`src/rtl/demux_pkg.sv`:
```
// Shared types and defaults for the round-robin 1:2 word demultiplexer.
// Optional feature macro: DEMUX_WORD_COUNT_EN (per-lane pop counters and balance flag).
package demux_pkg;

    localparam int unsigned WIDTH_DEFAULT = 4;
    localparam int unsigned DEPTH_DEFAULT = 2;

    typedef enum logic {
        LANE0 = 1'b0,
        LANE1 = 1'b1
    } lane_t;

    typedef logic [WIDTH_DEFAULT-1:0] word_t;

endpackage

```
`src/rtl/demux_rr_cuatrobits_if.sv`:
```
// Upstream word handshake plus the two lane handshakes of the demultiplexer.
// Optional feature macro: DEMUX_WORD_COUNT_EN adds count0/count1/mismatch.
interface demux_rr_cuatrobits_if
    import demux_pkg::*;
#(
    parameter int unsigned WIDTH = WIDTH_DEFAULT
);

    logic             valid_in;
    logic [WIDTH-1:0] data_in;
    logic             ready_in;
    logic             ready0;
    logic             valid_out0;
    logic [WIDTH-1:0] data_out0;
    logic             ready1;
    logic             valid_out1;
    logic [WIDTH-1:0] data_out1;
    logic             selector;
`ifdef DEMUX_WORD_COUNT_EN
    logic [7:0]       count0;
    logic [7:0]       count1;
    logic             mismatch;
`endif

    // Environment side: produces the serial stream and consumes both lanes.
    modport master (
        output valid_in,
        output data_in,
        input  ready_in,
        output ready0,
        input  valid_out0,
        input  data_out0,
        output ready1,
        input  valid_out1,
        input  data_out1,
`ifdef DEMUX_WORD_COUNT_EN
        input  count0,
        input  count1,
        input  mismatch,
`endif
        input  selector
    );

    // Demultiplexer side.
    modport slave (
        input  valid_in,
        input  data_in,
        output ready_in,
        input  ready0,
        output valid_out0,
        output data_out0,
        input  ready1,
        output valid_out1,
        output data_out1,
`ifdef DEMUX_WORD_COUNT_EN
        output count0,
        output count1,
        output mismatch,
`endif
        output selector
    );

endinterface

```
`src/rtl/lane_fifo.sv`:
```
// Per-lane synchronous FIFO; head reads as zero while empty, no same-cycle fall-through.
module lane_fifo #(
    parameter int unsigned WIDTH = 4,
    parameter int unsigned DEPTH = 2
) (
    input  logic             clk,
    input  logic             reset,
    input  logic             push,
    input  logic [WIDTH-1:0] push_data,
    input  logic             pop,
    output logic             full,
    output logic             empty,
    output logic [WIDTH-1:0] head
);

    localparam int unsigned PW = $clog2(DEPTH);
    localparam int unsigned CW = $clog2(DEPTH) + 1;

    logic [WIDTH-1:0] mem_q [DEPTH];
    logic [PW-1:0]    wr_ptr_q, wr_ptr_d;
    logic [PW-1:0]    rd_ptr_q, rd_ptr_d;
    logic [CW-1:0]    count_q, count_d;
    logic             do_push;
    logic             do_pop;

    assign full    = (count_q == CW'(DEPTH));
    assign empty   = (count_q == '0);
    assign do_push = push & ~full;
    assign do_pop  = pop & ~empty;
    assign head    = empty ? '0 : mem_q[rd_ptr_q];

    // DEPTH is a power of two, so pointer overflow is the modulo wrap.
    always_comb begin
        wr_ptr_d = wr_ptr_q;
        rd_ptr_d = rd_ptr_q;
        count_d  = count_q;
        if (do_push) begin
            wr_ptr_d = wr_ptr_q + PW'(1);
        end
        if (do_pop) begin
            rd_ptr_d = rd_ptr_q + PW'(1);
        end
        unique case ({do_push, do_pop})
            2'b10:   count_d = count_q + CW'(1);
            2'b01:   count_d = count_q - CW'(1);
            default: count_d = count_q;
        endcase
    end

    always_ff @(posedge clk) begin
        if (reset) begin
            wr_ptr_q <= '0;
            rd_ptr_q <= '0;
            count_q  <= '0;
        end else begin
            wr_ptr_q <= wr_ptr_d;
            rd_ptr_q <= rd_ptr_d;
            count_q  <= count_d;
        end
    end

    // Storage needs no reset: stale entries are never visible once count is zero.
    always_ff @(posedge clk) begin
        if (do_push) begin
            mem_q[wr_ptr_q] <= push_data;
        end
    end

endmodule

```
`src/rtl/demux_rr_cuatrobits.sv`:
```
// Clocked 1:2 round-robin demultiplexer with a small FIFO and handshake per lane.
// Optional feature macro: DEMUX_WORD_COUNT_EN (per-lane pop counters and balance flag).
module demux_rr_cuatrobits
    import demux_pkg::*;
#(
    parameter int unsigned WIDTH = WIDTH_DEFAULT,
    parameter int unsigned DEPTH = DEPTH_DEFAULT
) (
    input  logic                  clk,
    input  logic                  reset,
    demux_rr_cuatrobits_if.slave  bus
);

    lane_t      sel_q, sel_d;
    logic       full0, full1;
    logic       empty0, empty1;
    logic       ready_int;
    logic       accept;
    logic       push0, push1;
    logic       pop0, pop1;

    // Only the selected lane gates acceptance; no path from the lane ready inputs.
    assign ready_int = (sel_q == LANE0) ? ~full0 : ~full1;
    assign accept    = bus.valid_in & ready_int;
    assign push0     = accept & (sel_q == LANE0);
    assign push1     = accept & (sel_q == LANE1);
    assign pop0      = ~empty0 & bus.ready0;
    assign pop1      = ~empty1 & bus.ready1;

    always_comb begin
        sel_d = sel_q;
        if (accept) begin
            sel_d = (sel_q == LANE0) ? LANE1 : LANE0;
        end
    end

    always_ff @(posedge clk) begin
        if (reset) begin
            sel_q <= LANE0;
        end else begin
            sel_q <= sel_d;
        end
    end

    lane_fifo #(
        .WIDTH (WIDTH),
        .DEPTH (DEPTH)
    ) u_lane0 (
        .clk       (clk),
        .reset     (reset),
        .push      (push0),
        .push_data (bus.data_in),
        .pop       (pop0),
        .full      (full0),
        .empty     (empty0),
        .head      (bus.data_out0)
    );

    lane_fifo #(
        .WIDTH (WIDTH),
        .DEPTH (DEPTH)
    ) u_lane1 (
        .clk       (clk),
        .reset     (reset),
        .push      (push1),
        .push_data (bus.data_in),
        .pop       (pop1),
        .full      (full1),
        .empty     (empty1),
        .head      (bus.data_out1)
    );

    assign bus.ready_in   = ready_int;
    assign bus.valid_out0 = ~empty0;
    assign bus.valid_out1 = ~empty1;
    assign bus.selector   = sel_q;

`ifdef DEMUX_WORD_COUNT_EN
    logic [7:0] count0_q, count0_d;
    logic [7:0] count1_q, count1_d;
    logic [7:0] diff;

    always_comb begin
        count0_d = count0_q;
        count1_d = count1_q;
        if (pop0) begin
            count0_d = count0_q + 8'd1;
        end
        if (pop1) begin
            count1_d = count1_q + 8'd1;
        end
    end

    always_ff @(posedge clk) begin
        if (reset) begin
            count0_q <= '0;
            count1_q <= '0;
        end else begin
            count0_q <= count0_d;
            count1_q <= count1_d;
        end
    end

    // Modulo-256 distance: balanced means the difference is -1, 0 or +1.
    assign diff         = count0_q - count1_q;
    assign bus.count0   = count0_q;
    assign bus.count1   = count1_q;
    assign bus.mismatch = (diff != 8'd0) && (diff != 8'd1) && (diff != 8'd255);
`endif

endmodule

```
`src/flat_wrapper.sv`:
```
// flat-port wrapper written by rule: the top's interface ports become plain ports
module demux_rr_cuatrobits_flat import demux_pkg::*;
#(
    parameter int unsigned WIDTH = WIDTH_DEFAULT,
    parameter int unsigned DEPTH = DEPTH_DEFAULT
)
  (clk, reset, bus_valid_in, bus_data_in, bus_ready_in, bus_ready0, bus_valid_out0, bus_data_out0, bus_ready1, bus_valid_out1, bus_data_out1, bus_selector);
  demux_rr_cuatrobits_if #(.WIDTH(WIDTH)) bus_i ();
  input  logic clk;
  input  logic reset;
  input wire logic [$bits(bus_i.valid_in)-1:0] bus_valid_in;
  input wire logic [$bits(bus_i.data_in)-1:0] bus_data_in;
  output wire logic [$bits(bus_i.ready_in)-1:0] bus_ready_in;
  input wire logic [$bits(bus_i.ready0)-1:0] bus_ready0;
  output wire logic [$bits(bus_i.valid_out0)-1:0] bus_valid_out0;
  output wire logic [$bits(bus_i.data_out0)-1:0] bus_data_out0;
  input wire logic [$bits(bus_i.ready1)-1:0] bus_ready1;
  output wire logic [$bits(bus_i.valid_out1)-1:0] bus_valid_out1;
  output wire logic [$bits(bus_i.data_out1)-1:0] bus_data_out1;
  output wire logic [$bits(bus_i.selector)-1:0] bus_selector;
  assign bus_i.valid_in = bus_valid_in;
  assign bus_i.data_in = bus_data_in;
  assign bus_ready_in = bus_i.ready_in;
  assign bus_i.ready0 = bus_ready0;
  assign bus_valid_out0 = bus_i.valid_out0;
  assign bus_data_out0 = bus_i.data_out0;
  assign bus_i.ready1 = bus_ready1;
  assign bus_valid_out1 = bus_i.valid_out1;
  assign bus_data_out1 = bus_i.data_out1;
  assign bus_selector = bus_i.selector;
  demux_rr_cuatrobits #(.WIDTH(WIDTH), .DEPTH(DEPTH)) u_core (.clk(clk), .reset(reset), .bus(bus_i));
endmodule
```
`config.mk`:
```
export PLATFORM = sky130hd
export DESIGN_NAME = demux_rr_cuatrobits_flat
export DESIGN_NICKNAME = d
export VERILOG_FILES = /design/src/rtl/demux_pkg.sv /design/src/rtl/demux_rr_cuatrobits_if.sv /design/src/rtl/lane_fifo.sv /design/src/rtl/demux_rr_cuatrobits.sv /design/src/flat_wrapper.sv
export SDC_FILE = /design/constraint.sdc
export NUM_CORES = 1
export LEC_CHECK = 0
export ABC_AREA = 1
export BUFFER_PORTS_ARGS = -buffer_cell sky130_fd_sc_hd__clkbuf_2
export CELL_PAD_IN_SITES_DETAIL_PLACEMENT = 2
export CELL_PAD_IN_SITES_GLOBAL_PLACEMENT = 2
export CORE_MARGIN = 4
export CORE_UTILIZATION = 35
export DETAILED_ROUTE_END_ITERATION = 8
export PLACE_DENSITY_LB_ADDON = 0.12
export SETUP_SLACK_MARGIN = 0.1
export SLEW_MARGIN = 20
export SYNTH_ARGS = -nofsm -noshare
export SYNTH_HDL_FRONTEND = slang
export SYNTH_SLANG_ARGS = --single-unit
export TNS_END_PERCENT = 100
```
`constraint.sdc`:
```
create_clock -name clk -period 4.15 [get_ports clk]
set_input_delay 0.83 -clock clk [delete_from_list [all_inputs] [get_ports clk]]
set_output_delay 0.83 -clock clk [all_outputs]
set_load 0.01 [all_outputs]
```
==> results of run 1 <==
logic make-up (layout without fill, tap and decap cells):
group	Yosys count	in the layout
xor gates and xnor gates	1	1
AOI/OAI and AO/OA	15	15
DFF	27	27
adders and majority gates	2	2
buffers and inverters	15	39
and+or+nand+nor	59	59
per-layer routing:
layer / GRT usage / routed length, um
met1: 0.138 / 1070
met2: 0.236 / 1220
met5: 0 / 0
met4: 0.0466 / 15
met3: 0.0239 / 109
sequential cells by signal, summed over array words and instances (netlist names), named ones only:
name and flops:
u_core.u_lane0.mem_q 8, u_core.u_lane1.count_q 2, u_core.u_lane1.wr_ptr_q 1, u_core.u_lane0.rd_ptr_q 1, u_core.u_lane1.rd_ptr_q 1, u_core.u_lane0.count_q 2, u_core.u_lane1.mem_q 8, u_core.u_lane0.wr_ptr_q 1
u_core.bus.selector 1
power breakdown:
part	switching (mW)	total [mW]	internal, mW
clock	0.0711	0.109	0.0376
sequential	0.0387	0.363	0.324
combinational	0.155	0.248	0.0930
total	0.265	0.720	0.455
path summary, 6_finish.rpt:
path | start | end
max reg2reg | u_core.u_lane0.count_q[0] | u_core.u_lane0.count_q[1]
min | u_core.u_lane0.rd_ptr_q | u_core.u_lane0.rd_ptr_q
max | u_core.u_lane1.count_q[0] | bus_ready_in
min reg2reg | u_core.u_lane0.rd_ptr_q | u_core.u_lane0.rd_ptr_q
through the flow:
stage	util	setup slack, ps
2_1_floorplan	-	2470
3_3_place_gp	0.424	2260
3_5_place_dp	0.424	2160
4_1_cts	0.432	2070
5_1_grt	0.432	1980
6_report	0.432	2110
cells in the final DEF (no fill, tap or decap):
cell      synthesis  layout
nand2_1          28      28
clkbuf_2          0      20
edfxtp_1         16      16
nor2_1           15      15
a21oi_1          14      14
inv_1            13      13
dfxtp_1          11      11
nor2_4            3       3
clkbuf_4          0       3
nor2_2            2       2
inv_2             2       2
nand4_1           2       2
nand2_2           2       2
or2_1             2       2
nand3_1           2       2
ha_1              2       2
nand2_4           1       1
nand3_4           1       1
nand3_2           1       1
o21ai_0           1       1
xor2_1            1       1
clkbuf_1          0       1
critical path: stages (launching register included):
cell and delay, ps:
dfxtp_1 490, inv_2 80, nand2_4 90, nand2_1 60, nand2_1 60, clkbuf_2 130
final cells by class:
type	count	area (um^2)
repair buffers	20	100
inverters	15	56.3
clock buffers	4	26.3
fillers	356	1760
well taps	44	55.1
multi-input cells	77	403
flip-flops and latches	27	701
==> impl_metrics.toml, run 1 <==
[run_status]
status = "finished clean"

[clocking]
cts_tree = "built"
post_cts_buffers = 0
cts_hold_buf = 0
cts-root-buf = "clkbuf_4"
cts_buffer_depth = 2
cts_num_sinks = 27
ctsResizeCount = 0
clkTransAtPathRegs_ps = 130
h-tree-depth = 1
clk_latency_ps = 310
cts_buffers = 3

[global_route]
first_global_vias = 961
antenna_found_initial = 0
overflow = 0
grt_max_degree = 15
grtUsageTotal = 0.126
grt_pass1_wl_um = 4150

[yosys]
syn_avg_cell_area_um2 = 9.75
synthAdderAreaFrac = 0.0216
synth_edf_count = 16
synth_top_family_by_area = "simple AND/OR/NAND/NOR gates"
synth-seq-cells = 27
synth_mux_area_frac = 0
synth_xor_xnor_area_share = 0.00755
ys_top_cells_by_count = "nand2_1, edfxtp_1, nor2_1, a21oi_1, inv_1"
seq_area_frac_synth = 0.604
mappedNetlistNets = 130
synth_top_area_frac = 0.414
yosysMostFrequentCell = "nand2_1"
synth_simple_gate_area_frac = 0.254
synth_area_leaders = "edfxtp_1, dfxtp_1, nand2_1"
async_flop_share = 0
ys.warnings.count = 0
synth_compound_area_frac = 0.0647
syn_area_mm2 = 0.00116
synth_cell_types = 19
synthFlopType = "edfxtp_1"
postSynthCellCount = 119
yosys.area.top_type = "edfxtp_1"

[setup_path]
critPathRequiredTime_ps = 3320
r2r_slack_ps = 2620
cp-end-kind = "output pin"
critPathLaunchType = "flop"
crit_type = "reg -> out"
worstPathArrival_ps = 1210
crit_fanout = 5
rr_worst_depth = 8

[placement]
numPortBuffers = 20
place_congestion = 0.736
hpwl_um = 1940
dp.cells = 183
place_area_mm2 = 0.00132

[layout]
drive_above_1_share = 0.245
finalNonFillerCells = 187
stdcell_area_mm2 = 0.00134
n_antenna_cell = 0
nets = 155
area_growth_pct = 15.6

[run]
max_cap_violations = 0

[die]
die_w_um = 65.6
initial_core_util = 0.374
die_area_mm2 = 0.00430
fp.coreArea_mm2 = 0.00310
rows = 20
ios = 21
die_y_um = 65.6

[sta]
setup-violations-final = 0
clock_skew_ps = 3.48
post-route-min-period_ps = 2040
finalHoldViolCount = 0
fin_tns_setup_ps = 0
grt_setup_unrepaired = "false"
slew_headroom = 0.750
worst_pin_slew_ps = 373
maxSlewViolCount = 0
fin_crit_sh = 0.492
fmax_mhz = 489
hold-worst-slack_ps = 520

[route]
vias = 859
drtIter0Drc = 17
drt-wirelength-per-cell_um = 12.9
drt-pass1-iter-count = 4
routed_via_density = 4.59
ant_nets = 0
drc_errors = 0
routed_wl_um = 2420

[min_path]
hold_depth = 2
min_path_type = "reg -> reg"

[pwr]
power.density_mw_per_mm2 = 536
vdd_drop_max_uv = 202
finalPower_mw = 0.720
cellLeakagePower_nw = 0.590
No activity file was read; power rests on OpenSTA's default activity.
==> inputs of run 2 (changes only) <==
Settings changed: CORE_UTILIZATION 35 to 30.
Clock period 4.15 ns to 1.8 ns, I/O delays scaled along.
==> run 2 against run 1 <==
Against the previous run: core utilization fell by 6.1 points; die area rose by 15%; final cell count rose by 2.1%; global-route usage fell by 1.1 points; sequential share of layout area fell by 1.1 points; sequential power rose by 130%; power rose by 150%; critical path type unchanged; critical endpoint unchanged; largest cell class unchanged.
==> impl_metrics.toml, run 2 (synthesis gave the netlist of run 1 again) <==
[pwr]
cellLeakagePower_nw = 0.596
vdd_drop_max_uv = 598
power.density_mw_per_mm2 = 1290

[sta]
fin_tns_setup_ps = 0
clock_skew_ps = 4.28
grt_setup_unrepaired = "false"
post-route-min-period_ps = 1530
fin_crit_sh = 0.850
finalHoldViolCount = 0
maxSlewViolCount = 0
worst_pin_slew_ps = 381
setup-violations-final = 0
fmax_mhz = 653
slew_headroom = 0.745

[layout]
multi_input_area_um2 = 403
area_growth_pct = 18.0
nets = 155
largest_registers = "u_core.u_lane0.mem_q: 8 flops, u_core.u_lane1.mem_q: 8 flops"
layout_common_cells = "nand2_1, clkbuf_2, edfxtp_1, nor2_1, a21oi_1"
drive_above_1_share = 0.252
finalNonFillerCells = 191
n_antenna_cell = 0
layout_commonest_cell = "nand2_1"
fin_util = 0.371
nFillCells = 428
final-seq-area_um2 = 701

[setup_path]
timing.rr.end = "u_core.u_lane0.count_q[1]"
crit_chain = "inv_1 -> nand2_1 -> nand2_1 -> clkbuf_2"
critPathRequiredTime_ps = 1440
r2r_slack_ps = 290
crit_start = "u_core.bus.selector"
critical-path-slowest-cell = "dfxtp_1"
critPathLaunchType = "flop"
cp.depth = 4
worstPathArrival_ps = 1170
cp-end-kind = "output pin"
crit_type = "reg -> out"
critPathMostFrequentCell = "nand2_1"
r2r_start = "u_core.u_lane0.count_q[0]"
crit_fanout = 5
crit_family = "flip-flops"
crit_path_end = "bus_ready_in"
crit_buf_inv = 2
rr_worst_depth = 8
slowest_delay_ps = 460

[die]
ios = 21
fp.coreArea_mm2 = 0.00369
die_y_um = 70.2
die_w_um = 70.2
initial_core_util = 0.314
die_area_mm2 = 0.00493
rows = 22

[global_route]
grt_pass1_wl_um = 4450
first_global_vias = 936
grtUsageTotal = 0.115
grt_max_degree = 17
overflow = 0
antenna_found_initial = 0

[route]
drc_errors = 0
ant_nets = 0
vias = 879
routed_wl_um = 2630
drtIter0Drc = 58
drt-pass1-iter-count = 3
routed_via_density = 4.60
drt-wirelength-per-cell_um = 13.7

[clocking]
ctsResizeCount = 0
cts_buffer_depth = 2
clk_latency_ps = 280
cts-root-buf = "clkbuf_8"
cts_tree = "built"
cts_num_sinks = 27
post_cts_buffers = 0
cts_hold_buf = 0
clkTransAtPathRegs_ps = 100
cts_buffers = 3
h-tree-depth = 1

[placement]
place_congestion = 0.673
numPortBuffers = 20
hpwl_um = 2100
dp.cells = 187

[run_status]
status = "finished clean"

[run]
max_cap_violations = 0

[min_path]
min_path_type = "in -> reg"
## run 2: cell types whose count changed in the layout (fill, tap and decap cells not counted)
| cell | before | now |
|---|---|---|
| clkinvlp_4 | 0 | 1 |
| clkbuf_1 | 1 | 0 |
| clkbuf_4 | 3 | 0 |
| clkbuf_8 | 0 | 3 |
## run 2: where the power goes
group	internal [mW]	leakage [nW]	switching (mW)	total, mW
Combinational	0.214	0.338	0.361	0.575
Clock	0.157	0.0217	0.197	0.354
Sequential	0.748	0.237	0.0906	0.838
## run 2: how the worst min path moves through the flow
stage,start,to,depth (start not counted)
finish,bus_data_in[3],u_core.u_lane0.mem_q[0][3],1
global route,bus_data_in[0],u_core.u_lane0.mem_q[0][0],1
floorplan,reset,u_core.u_lane1.wr_ptr_q,1
CTS,bus_data_in[3],u_core.u_lane0.mem_q[0][3],1
detailed placement,u_core.u_lane0.rd_ptr_q,flop,2
global placement,u_core.u_lane1.rd_ptr_q,u_core.u_lane1.rd_ptr_q,2
## run 2: metal layers
layer	routed length, um	vias to the layer above	share of wire	global-route usage
met5	0	-	0	0
met4	28	0	0.011	0.0319
met3	82	5	0.031	0.0259
met2	1440	14	0.55	0.210
met1	1070	429	0.41	0.133
li1	-	431	-	-
## run 2: stage by stage
stage | power [mW] | instance area [um^2] | hold slack (ps) | worst slack, ps
floorplan | 1.22 | 1160 | 427 | 442
global placement | 1.40 | 1320 | 480 | 346
detailed placement | 1.44 | 1320 | 499 | 273
CTS | 1.80 | 1370 | 312 | 244
global route | 1.91 | 1370 | 305 | 129
finish | 1.77 | 1370 | 312 | 269
## run 2: worst reg2reg max path: stages, from the launching register on
cell and delay [ps]:
dfxtp_1 430, inv_2 80, nand2_2 90, nand3_2 90, ha_1 340, a21oi_1 170, nand3_1 90, nand2_1 70
nor2_1 50
## run 2: final cells by class
class / instances / area share
repair buffers: 20 / 0.0731
multi-input cells: 77 / 0.294
inverters: 15 / 0.0411
well taps: 48 / 0.0439
clock buffers: 3 / 0.0302
flip-flops and latches: 27 / 0.512
clock inverters: 1 / 0.00548
==> inputs of run 3 (changes only) <==
Settings changed: CELL_PAD_IN_SITES_DETAIL_PLACEMENT 2 to 1, CELL_PAD_IN_SITES_GLOBAL_PLACEMENT 2 to 1, CORE_UTILIZATION 30 to 37.
==> run 3 against run 2 <==
Against the previous run: sequential power barely moved; final cell count fell by 2.1%; register-to-register slack improved by 20 ps; setup slack got worse by 57 ps; sequential cell count stayed put; first-iteration DRC count is 53% lower; wire length fell by 16%; clock skew grew 4.2 ps; die area down 17%; non-clock buffer count stayed put; global-route usage up 0.54 points; sequential share of layout area rose by 0.90 points.
==> impl_metrics.toml, run 3 (synthesis gave the netlist of run 1 again) <==
[run_status]
status = "finished clean"

[die]
die_area_mm2 = 0.00409
ios = 21
fp.coreArea_mm2 = 0.00303
initial_core_util = 0.383
die_w_um = 64.0
rows = 20
die_y_um = 64.0

[route]
drc_errors = 0
routed_wl_um = 2210
drtIter0Drc = 27
routed_via_density = 4.58
ant_nets = 0
drt-wirelength-per-cell_um = 11.8
drt-pass1-iter-count = 4
vias = 857

[setup_path]
critPathLaunchType = "flop"
crit_buf_inv = 2
crit_chain = "inv_1 -> nand2_1 -> nand2_1 -> clkbuf_2"
worstPathArrival_ps = 1230
critical-path-slowest-cell = "dfxtp_1"
crit_fanout = 5
critPathMostFrequentCell = "nand2_1"
crit_type = "reg -> out"
cp-end-kind = "output pin"
slowest_delay_ps = 480
crit_family = "flip-flops"
critPathRequiredTime_ps = 1440

[global_route]
first_global_vias = 893
antenna_found_initial = 0
grtUsageTotal = 0.120
grt_pass1_wl_um = 3820
overflow = 0
grt_max_degree = 17

[sta]
finalHoldViolCount = 0
hold-worst-slack_ps = 254
setup-violations-final = 0
fin_tns_setup_ps = 0
clock_skew_ps = 8.53
setup_ws_ps = 212
grt_setup_unrepaired = "false"
maxSlewViolCount = 0
post-route-min-period_ps = 1590
slew_headroom = 0.740
worst_pin_slew_ps = 388
fin_crit_sh = 0.882
fmax_mhz = 630

[clocking]
h-tree-depth = 1
cts_buffer_depth = 2
clkTransAtPathRegs_ps = 150
post_cts_buffers = 0
cts_buffers = 3
cts_tree = "built"
cts_hold_buf = 0
cts_num_sinks = 27
ctsResizeCount = 0
clk_latency_ps = 320
cts-root-buf = "clkbuf_4"

[min_path]
min_path_type = "in -> reg"

[layout]
layout_common_cells = "nand2_1, clkbuf_2, edfxtp_1, nor2_1, a21oi_1"
largest_registers = "u_core.u_lane0.mem_q: 8 flops, u_core.u_lane1.mem_q: 8 flops"
nFillCells = 375
n_antenna_cell = 0
drive_above_1_share = 0.252
area_growth_pct = 16.0
layout_commonest_cell = "nand2_1"
final-seq-area_um2 = 701
multi_input_area_um2 = 403
nets = 155

[placement]
place_congestion = 0.722
numPortBuffers = 20
dp_slack_ps = 317
hpwl_um = 1830

[pwr]
power.density_mw_per_mm2 = 1230
vdd_drop_max_uv = 450
cellLeakagePower_nw = 0.589
finalPower_mw = 1.65

[run]
max_cap_violations = 0
[run 3: cell types whose count changed in the layout (fill, tap and decap cells not counted)]
cell	before	now
clkbuf_4	0	3
clkbuf_8	3	0
[run 3: final cells by class]
type,instances,share of cell area
Clock inverter,1,0.00558
Clock buffer,3,0.0167
Inverter,15,0.0419
Tap cell,44,0.0409
Multi-Input combinational cell,77,0.300
Timing Repair Buffer,20,0.0744
Sequential cell,27,0.521
[run 3: metrics by stage]
stage | utilization | std cells | cell area [um^2]
4_1_cts | 0.444 | 187 | 1350
5_1_grt | 0.444 | 187 | 1350
2_1_floorplan | - | 119 | 1160
3_5_place_dp | 0.434 | 183 | 1320
6_report | 0.444 | 187 | 1350
3_3_place_gp | 0.434 | 183 | 1320
[run 3: worst paths after layout]
kind / cells after the start / slack, ps / end / startpoint
worst max-delay path: 4 / 210 / bus_ready_in / u_core.bus.selector
worst min-delay path: 1 / 250 / u_core.u_lane0.mem_q[1][1] / bus_data_in[1]
worst max register to register: 8 / 310 / u_core.u_lane1.count_q[1] / u_core.u_lane1.count_q[0]
worst min register to register: 2 / 540 / u_core.u_lane0.rd_ptr_q / u_core.u_lane0.rd_ptr_q
[run 3: power breakdown]
part	switching [mW]	internal, mW
clock network	0.177	0.0850
registers	0.0879	0.747
logic	0.340	0.213
[run 3: worst reg2reg max path: cells and delay by family (launching register included)]
| kind | cells | cell delay (ps) |
|---|---|---|
| AO/OA/AOI/OAI | 1 | 160 |
| adder cells (fa/ha/maj) | 1 | 320 |
| buffers and inverters | 1 | 70 |
| flip-flops | 1 | 490 |
| AND/OR/NAND/NOR | 5 | 370 |
[run 3: layer usage]
metal | part of all wire | track usage
met4 | 0.012 | 0.0620
met1 | 0.43 | 0.140
met5 | 0 | 0
met3 | 0.037 | 0.0193
met2 | 0.52 | 0.210
